==> src/rtl/mem_arbiter.sv <==
// mem_arbiter: two-master, one-slave arbiter for the picorv32 native memory bus.
// Round-robin between master 0 and master 1. The grant is held for the whole
// transaction. A watchdog completes transactions that the slave never acknowledges.
//
// Ports:
//   clk, resetn                     clock, asynchronous active-low reset
//   m0_* / m1_*                     master request buses (valid/instr/wstrb/wdata/addr in,
//                                   ready/rdata out)
//   s_valid, s_instr, s_wstrb,
//   s_wdata, s_addr                 forwarded request to the memory controller
//   s_ready, s_rdata                memory acknowledge and read data
//   grant                           one-hot current owner, 00 when idle
//   timeout_err                     one-cycle pulse when the watchdog completes a transaction
//
// The bus handshake outputs (s_*, m*_ready, m*_rdata) are combinational from the
// state register and the owner's inputs. The picorv32 protocol needs ready in the
// same cycle as the slave acknowledge. timeout_err and grant decode the state
// register only.
module mem_arbiter #(
  parameter int unsigned TIMEOUT   = 16,
  parameter logic [31:0] ERR_RDATA = 32'h0000_0000
) (
  input  logic        clk,
  input  logic        resetn,

  input  logic        m0_valid,
  output logic        m0_ready,
  input  logic        m0_instr,
  input  logic [3:0]  m0_wstrb,
  input  logic [31:0] m0_wdata,
  input  logic [31:0] m0_addr,
  output logic [31:0] m0_rdata,

  input  logic        m1_valid,
  output logic        m1_ready,
  input  logic        m1_instr,
  input  logic [3:0]  m1_wstrb,
  input  logic [31:0] m1_wdata,
  input  logic [31:0] m1_addr,
  output logic [31:0] m1_rdata,

  output logic        s_valid,
  input  logic        s_ready,
  output logic        s_instr,
  output logic [3:0]  s_wstrb,
  output logic [31:0] s_wdata,
  output logic [31:0] s_addr,
  input  logic [31:0] s_rdata,

  output logic [1:0]  grant,
  output logic        timeout_err
);

  // The counter never needs more than TIMEOUT+1 codes. Keep at least one bit so
  // that TIMEOUT=0 (watchdog disabled) still elaborates.
  localparam int unsigned CNT_W = (TIMEOUT == 0) ? 1 : $clog2(TIMEOUT + 1);
  localparam logic [CNT_W-1:0] CNT_SAT  = '1;
  localparam logic [CNT_W-1:0] CNT_LAST = CNT_W'((TIMEOUT == 0) ? 0 : TIMEOUT - 1);

  typedef enum logic [1:0] {
    IDLE  = 2'd0,
    BUSY0 = 2'd1,
    BUSY1 = 2'd2,
    ERR   = 2'd3
  } state_t;

  state_t           state_q, state_d;
  logic             last_q, last_d;    // master served most recently (1 = master 1)
  logic             owner_q, owner_d;  // owner remembered for the ERR cycle
  logic [CNT_W-1:0] cnt_q, cnt_d;      // slave-wait cycles in the current BUSY

  logic busy1;
  logic own_valid;
  logic wd_expire;

  // Watchdog fires on the last allowed wait cycle when it is enabled.
  assign wd_expire = (TIMEOUT != 0) && (cnt_q == CNT_LAST);

  // State register
  always_ff @(posedge clk or negedge resetn) begin
    if (!resetn) begin
      state_q <= IDLE;
      last_q  <= 1'b1;
      owner_q <= 1'b0;
      cnt_q   <= '0;
    end else begin
      state_q <= state_d;
      last_q  <= last_d;
      owner_q <= owner_d;
      cnt_q   <= cnt_d;
    end
  end

  // Next-state and bus steering
  always_comb begin
    state_d     = state_q;
    last_d      = last_q;
    owner_d     = owner_q;
    cnt_d       = cnt_q;
    busy1       = 1'b0;
    own_valid   = 1'b0;
    grant       = 2'b00;
    s_valid     = 1'b0;
    s_instr     = 1'b0;
    s_wstrb     = 4'b0000;
    s_wdata     = 32'h0;
    s_addr      = 32'h0;
    m0_ready    = 1'b0;
    m1_ready    = 1'b0;
    m0_rdata    = 32'h0;
    m1_rdata    = 32'h0;
    timeout_err = 1'b0;

    case (state_q)
      IDLE: begin
        cnt_d = '0;
        // When both masters request, the master that was not served last wins.
        if (m0_valid && (!m1_valid || last_q)) begin
          state_d = BUSY0;
          owner_d = 1'b0;
        end else if (m1_valid) begin
          state_d = BUSY1;
          owner_d = 1'b1;
        end
      end

      BUSY0, BUSY1: begin
        busy1     = (state_q == BUSY1);
        own_valid = busy1 ? m1_valid : m0_valid;
        grant     = busy1 ? 2'b10 : 2'b01;
        s_valid   = own_valid;
        s_instr   = busy1 ? m1_instr : m0_instr;
        s_wstrb   = busy1 ? m1_wstrb : m0_wstrb;
        s_wdata   = busy1 ? m1_wdata : m0_wdata;
        s_addr    = busy1 ? m1_addr  : m0_addr;
        if (busy1) begin
          m1_rdata = s_rdata;
        end else begin
          m0_rdata = s_rdata;
        end

        if (!own_valid) begin
          // The master withdrew its request. Drop the transaction without a ready.
          state_d = IDLE;
          last_d  = busy1;
        end else if (s_ready) begin
          // An acknowledge wins over a watchdog expiring in the same cycle.
          m0_ready = !busy1;
          m1_ready = busy1;
          state_d  = IDLE;
          last_d   = busy1;
        end else if (wd_expire) begin
          state_d = ERR;
        end else if (cnt_q != CNT_SAT) begin
          cnt_d = cnt_q + CNT_W'(1);
        end
      end

      ERR: begin
        // Complete toward the owner with the error pattern. The slave sees nothing.
        grant       = owner_q ? 2'b10 : 2'b01;
        timeout_err = 1'b1;
        if (owner_q) begin
          m1_ready = 1'b1;
          m1_rdata = ERR_RDATA;
        end else begin
          m0_ready = 1'b1;
          m0_rdata = ERR_RDATA;
        end
        cnt_d   = '0;
        state_d = IDLE;
        last_d  = owner_q;
      end

      default: state_d = IDLE;
    endcase
  end

endmodule

==> config.mk <==
export PLATFORM = sky130hd
export DESIGN_NAME = mem_arbiter
export DESIGN_NICKNAME = d
export VERILOG_FILES = /design/src/rtl/mem_arbiter.sv
export SDC_FILE = /design/constraint.sdc
export NUM_CORES = 1
export LEC_CHECK = 0
export CAP_MARGIN = 10
export CORE_AREA = 2 2 121 123
export DETAILED_ROUTE_END_ITERATION = 10
export DIE_AREA = 0 0 123 125
export SKIP_CTS_REPAIR_TIMING = 1
export SLEW_MARGIN = 15
export SYNTH_ARGS = -nofsm -noshare
export SYNTH_HDL_FRONTEND = slang
export SYNTH_SLANG_ARGS = --single-unit
==> constraint.sdc <==
create_clock -name clk -period 3.9 [get_ports clk]
set_input_delay 1.17 -clock clk [delete_from_list [all_inputs] [get_ports clk]]
set_output_delay 1.17 -clock clk [all_outputs]
set_load 0.02 [all_outputs]
# --- Word-level counts from Yosys, hierarchy flattened ---
# Index checks and enable logic that the tools add are counted.
totals:
  ff_bits: 9
  word_cells: 72
  in_bits: 175
  output_inout_bits: 139
op_classes:
  eq_ne: 12
  muxes: 42
  n_reduce_logical: 13
  n_addsub: 1
ops:
  columns: ["cell", "n"]
  rows:
  - ["32-bit two-way mux", 8]
  - ["5-bit two-way mux", 4]
  - ["1-bit two-way mux", 15]
  - ["2-bit two-way mux", 7]
  - ["5-bit case mux with 2 select lines", 1]
  - ["4-bit two-way mux", 2]
  - ["2-bit inequality test (second input constant)", 4]
  - ["3-bit inequality test (second input constant)", 2]
  - ["1-bit case mux with 2 select lines", 3]
  - ["2-bit case mux with 3 select lines", 1]
  - ["2-bit AND reduction", 3]
  - ["5-bit by 1-bit adder with 5-bit output (second input constant)", 1]
  - ["5-bit by 4-bit == test with 1-bit output (second input constant)", 1]
  - ["5-bit inequality test (second input constant)", 1]
  - ["2-bit == test (second input constant)", 2]
  - ["4-bit inequality test (second input constant)", 1]
  - ["2-bit case mux with 2 select lines", 1]
  - ["4-bit AND reduction", 1]
  - ["2-bit nonzero test", 2]
  - ["2-bit OR reduction", 2]
  - ["2-bit by 1-bit == test with 1-bit output (second input constant)", 1]
  - ["1-bit logical NOT", 2]
  - ["2-bit logical NOT", 1]
  - ["1-bit logical AND", 1]
  - ["1-bit logical OR", 1]

# --- Logic depth before layout (Yosys ltp) ---
# Gate-level depths: netlist of run 1.
depth:
  ltp_word: 6
  ltp_mapped: 7
  ltp_nobuf: 6

# --- Least setup slack after synthesis of run 1 ---
# OpenSTA, ideal clock, no wires.
synth_timing:
  path_kind: "input-to-output"
  from: "input port m1_valid"
  to: "output port m0_ready"
  arrival_ns: 1.769
  setup_slack_ns: 0.961
  path_buffers: 0
  required_time_ns: 2.730
  cell_stages: 3
  cell_sequence: "mux2_2 > a31oi_1 > nor2_1"
synth_between:
  elab_chain_cells: 3
synth_lines:
  columns: ["item", "line", "source"]
  rows:
  - ["start, declared", "34", "input logic m1_valid,"]
  - ["1-bit two-way mux", "129", "own_valid = busy1 ? m1_valid : m0_valid;"]
  - ["1-bit two-way mux", "142", "if (!own_valid) begin"]
  - ["1-bit case mux with 2 select lines", "114", "case (state_q)"]
  - ["end, declared", "27", "output logic m0_ready,"]
# No other way between the ends.

# --- Final worst setup path of run 1 ---
layout_timing:
  from: "input port m1_valid"
  to: "output port m1_ready"
layout_between:
  elab_chain_cells: 3
layout_lines:
  columns: ["item", "line", "source"]
  rows:
  - ["1-bit two-way mux", "129", null]
  - ["1-bit two-way mux", "142", null]
  - ["1-bit case mux with 2 select lines", "114", null]
  - ["end, declared", "35", "output logic m1_ready,"]
# No other way between the ends.

==> impl_metrics.tcl, run 1 <==
set metrics [dict create \
    finalHoldViolCount 0 \
    grtUsageTotal 0.129 \
    io-pin-count 314 \
    worst_path_largest_cell_delay_ps 630 \
    viasPerCell 4.13 \
    synth_cells 302 \
    setup-tns-final_ps 0 \
    cts_root_buffer "clkbuf_16" \
    p_per_area_nw_per_um2 754 \
    layout-drive-gt1-share 0.0396 \
    drtIter0Drc 111 \
    avgSynthCellArea_um2 7.01 \
    finalCritPeriodShare 0.969 \
    cts.htree.levels 1 \
    die_width_um 123 \
    syn_nets 484 \
    hold_path_class "reg2reg" \
    drc 0 \
    crit_path_frequent_cell "clkdlybuf4s50_1" \
    period_minus_slack_ps 3780 \
    antenna_found_initial 1 \
    dr.pass1.iters 4 \
    grt_first_pass_wirelength_um 16200 \
    wire_per_inst_um 13.7 \
    syn_area_um2 2120 \
    outcome "complete, no violations" \
    ys_ff_latch 9 \
    die_area_um2 15400 \
    path_clk_slew_ps 40 \
    clock-sinks 9 \
    routed_wl_um 10800 \
    grt_pass1_vias 3331 \
    fp.dieH_um 125 \
    rsz0062_at_grt "false" \
    maxSlewViolCount 0 \
    row_count 44 \
    nets 789 \
    crit_arrival_ps 2610 \
    hpwl_um 9130 \
    worst_slew_pin_slew_ps 420 \
    endpoint_kind "primary output" \
    cts_buffers 3 \
    yosysWarnings 0 \
    max_freq_mhz 265 \
    fillers 1460 \
    ant_nets 0 \
    final_util 0.395 \
    cts_tree "built" \
    path_class "in2out" \
    ir_worst_vdd_uv 368 \
    insertion_delay_ps 230 \
    cp.required_ps 2730 \
    relSlewSlack 0.719 \
    ys_types 34 \
    grt_max_degree 69 \
    initial_core_util 0.149 \
    area_growth_pct 165 \
    crit_fanout 4 \
    vias 3264 \
    synth_edf_count 0 \
    p_leak_nw 2.19 \
    io_buffer_count 313 \
    core_area_um2 14200 \
    synth_ff_type "dfrtp_1" \
    worst_setup_path_start_kind "input port" \
    maxCapViolCount 0 \
    cts_buffer_depth 2 \
    setup_viol 0 \
    layout_common_cells "311 x clkdlybuf4s50_1, 74 x nor2_1, 70 x mux2i_1" \
    async_flop_share 1.00 \
    routabilityCongestion 0.850 \
    cpMaxStageDelayCell "clkdlybuf4s50_1" \
    grt_overflow 0 \
    crit_chain "clkdlybuf4s50_1, nand4_1, a21oi_1, clkdlybuf4s50_1" \
    synth-seq-area-share 0.107 \
    finClkSkew_ps 1.68 \
    final_common_cell "clkdlybuf4s50_1" \
]
per-stage QoR:
stage	worst slack, ps	hold slack (ps)	instances	total power [mW]	cell area, µm²
finish	121	517	791	4.23	5610
global route	42.9	548	791	4.52	5610
CTS	3.54	521	790	4.28	5590
detailed placement	8.64	510	786	4.08	5520
global placement	24.6	501	786	4.05	5520
floorplan	961	479	302	2.22	2120
layer usage:
metal,routed length (µm),vias up,GRT usage
met4,233,0,0.0341
met5,0,-,0
met2,5770,185,0.251
met1,3550,1440,0.125
li1,-,1623,-
met3,1260,16,0.0447
cells in the mapped netlist (5+ instances only):
cell	n	area, µm²
mux2i_1	71	711
nand3_1	6	30.0
and2_1	65	407
nor2_1	74	278
buf_2	7	35.0
a21oi_1	7	35.0
ha_1	7	87.6
nand2_1	6	22.5
clkbuf_1	15	56.3
dfrtp_1	8	200
o21ai_0	5	25.0
inv_1	5	18.8
flip-flops by register name (all words and copies together), names as in the netlist:
signal / count
cnt_q: 5
state_q: 2
last_q: 1
owner_q: 1
final timing paths:
check | startpoint | endpoint | slack (ps) | cells after the start
setup reg to reg | state_q[0] | state_q[1] | 1720 | 6
hold reg to reg | last_q | last_q | 520 | 2
hold / removal | last_q | last_q | 520 | 2
setup / recovery | m1_valid | m1_ready | 120 | 4
max in group asynchronous | resetn | last_q | 2330 | 1
min in group asynchronous | resetn | state_q[1] | 1240 | 1
final cells by class:
type / instances / area [µm²] / area share
antenna: 1 / 2.50 / 0.000446
inverter: 5 / 18.8 / 0.00335
tap: 184 / 230 / 0.0411
sequential: 9 / 226 / 0.0404
clock buffer: 4 / 78.8 / 0.0141
multi-input combinational: 264 / 1790 / 0.319
timing repair buffer: 324 / 3260 / 0.581
critical path: cells and delay by family:
kind / cells / cell delay [ps]
AND/OR/NAND/NOR: 1 / 110
buffers and inverters: 2 / 1150
AO/OA/AOI/OAI: 1 / 170
where the power goes:
group	switching (mW)	internal (mW)	total [mW]
Combinational	2.02	1.86	3.88
Clock	0.0436	0.137	0.180
Sequential	0.0361	0.129	0.165
cells by family after synthesis:
family / share of synthesized area
AO/OA/AOI/OAI: 0.0608
AND/OR/NAND/NOR: 0.395
buffers and inverters: 0.0555
multiplexers: 0.341
flip-flops: 0.107
adder cells (fa/ha/maj): 0.0413
No activity file was read; power rests on OpenSTA's default activity.
==> run 2, diff against run 1 <==
- CORE_AREA: 2 2 121 123 -> 2 2 123 125
- DIE_AREA: 0 0 123 125 -> 0 0 125 127
- clock period: 3.9 -> 3.8 ns (I/O delays scaled with it)
==> impl_metrics.tcl, run 2 (synthesized netlist as in run 1, its figures left out) <==
set metrics [dict create \
    fillers 1489 \
    maxSlewViolCount 0 \
    ant_nets 0 \
    layout_common_cells "311 x clkdlybuf4s50_1, 74 x nor2_1, 71 x mux2i_1" \
    crit_fanout 6 \
    nets 789 \
    grt_pass1_vias 3358 \
    crit_arrival_ps 2570 \
    antenna_cells 0 \
    largestRegisters "cnt_q x5, state_q x2" \
    initial_core_util 0.147 \
    final_common_cell "clkdlybuf4s50_1" \
    vias 3296 \
    dr.pass1.iters 4 \
    worst_setup_path_start_kind "input port" \
    wire_per_inst_um 15.5 \
    holdPathStages 2 \
    cts.htree.levels 1 \
    io-pin-count 314 \
    setup_viol 0 \
    routed_wl_um 12300 \
    cts_buffers 3 \
    hold_path_class "reg2reg" \
    cts_tree "built" \
    r2r_slack_ps 1620 \
    design_area_um2 5610 \
    clock-sinks 9 \
    die_area_um2 15900 \
    grt_first_pass_wirelength_um 18500 \
    io_buffer_count 313 \
    cts_buffer_depth 2 \
    grt_overflow 0 \
    routabilityCongestion 0.785 \
    crit-reg2reg-launch "cnt_q[0]" \
    placed_cell_area_um2 5530 \
    cp.required_ps 2660 \
    layout-drive-gt1-share 0.0380 \
    finalHoldViolCount 0 \
    rsz0062_at_grt "false" \
    min_from "last_q" \
    row_count 44 \
    drc 0 \
    whs_endpoint "last_q" \
    reg2reg_depth 6 \
    instances_no_fill 790 \
    reg2reg_to "cnt_q[3]" \
    p_leak_nw 2.19 \
    insertion_delay_ps 240 \
    finalCritPeriodShare 0.975 \
    final_util 0.389 \
    maxCapViolCount 0 \
    seqCellArea_um2 226 \
    place_inst 786 \
    path_clk_slew_ps 40 \
    largest_register_ffs 5 \
    p_per_area_nw_per_um2 795 \
    power_mw 4.46 \
    regMostFlops "cnt_q" \
    drtIter0Drc 149 \
    antenna_found_initial 0 \
    multi_input_area_um2 1790 \
    setup-tns-final_ps 0 \
    area_growth_pct 165 \
    relSlewSlack 0.692 \
    fp.dieH_um 127 \
    outcome "complete, no violations" \
    ir_worst_vdd_uv 325 \
    grtUsageTotal 0.143 \
    hpwl_um 10600 \
    grt_max_degree 54 \
    viasPerCell 4.17 \
    die_width_um 125 \
    endpoint_kind "primary output" \
    path_class "in2out" \
    max_freq_mhz 270 \
    worst_slew_pin_slew_ps 460 \
    core_area_um2 14400 \
    cts_root_buffer "clkbuf_16" \
    period_minus_slack_ps 3710 \
    finClkSkew_ps 1.32 \
]
## run 2: power breakdown
| group | switching (mW) | internal [mW] | total (mW) |
|---|---|---|---|
| sequential | 0.0369 | 0.132 | 0.169 |
| clock | 0.0507 | 0.141 | 0.191 |
| combinational | 2.16 | 1.94 | 4.10 |
| total | 2.25 | 2.21 | 4.46 |
## run 2: stage by stage
step	setup WS (ps)	hold WS [ps]
2_1_floorplan	921	479
3_3_place_gp	50.9	497
3_5_place_dp	46.4	511
4_1_cts	38.6	517
5_1_grt	20.3	544
6_report	94.3	515
## run 2: how the worst max path moves through the flow
stage / startpoint / endpoint / cells after the start
finish: m1_valid / s_valid / 5
global route: state_q[1] / m0_rdata[12] / 6
CTS: m1_valid / m1_ready / 5
detailed placement: m1_valid / m1_ready / 5
global placement: m1_valid / m0_ready / 5
floorplan: m1_valid / m0_ready / 3
## run 2: critical path: stages
cell and delay [ps]:
clkdlybuf4s50_1 470, buf_4 140, mux2i_1 90, nor2_1 110, clkdlybuf4s50_1 610
## run 2: area by class of cell
type | count | share of cell area
repair buffers | 324 | 0.583
flip-flops and latches | 9 | 0.0404
well taps | 184 | 0.0410
multi-input cells | 264 | 0.318
clock buffers | 4 | 0.0140
inverters | 5 | 0.00334
## run 2: metal layers
metal  part of all wire  GRT usage
met3              0.082     0.0389
met5                  0          0
met1               0.40      0.169
met4              0.024     0.0386
met2               0.50      0.255
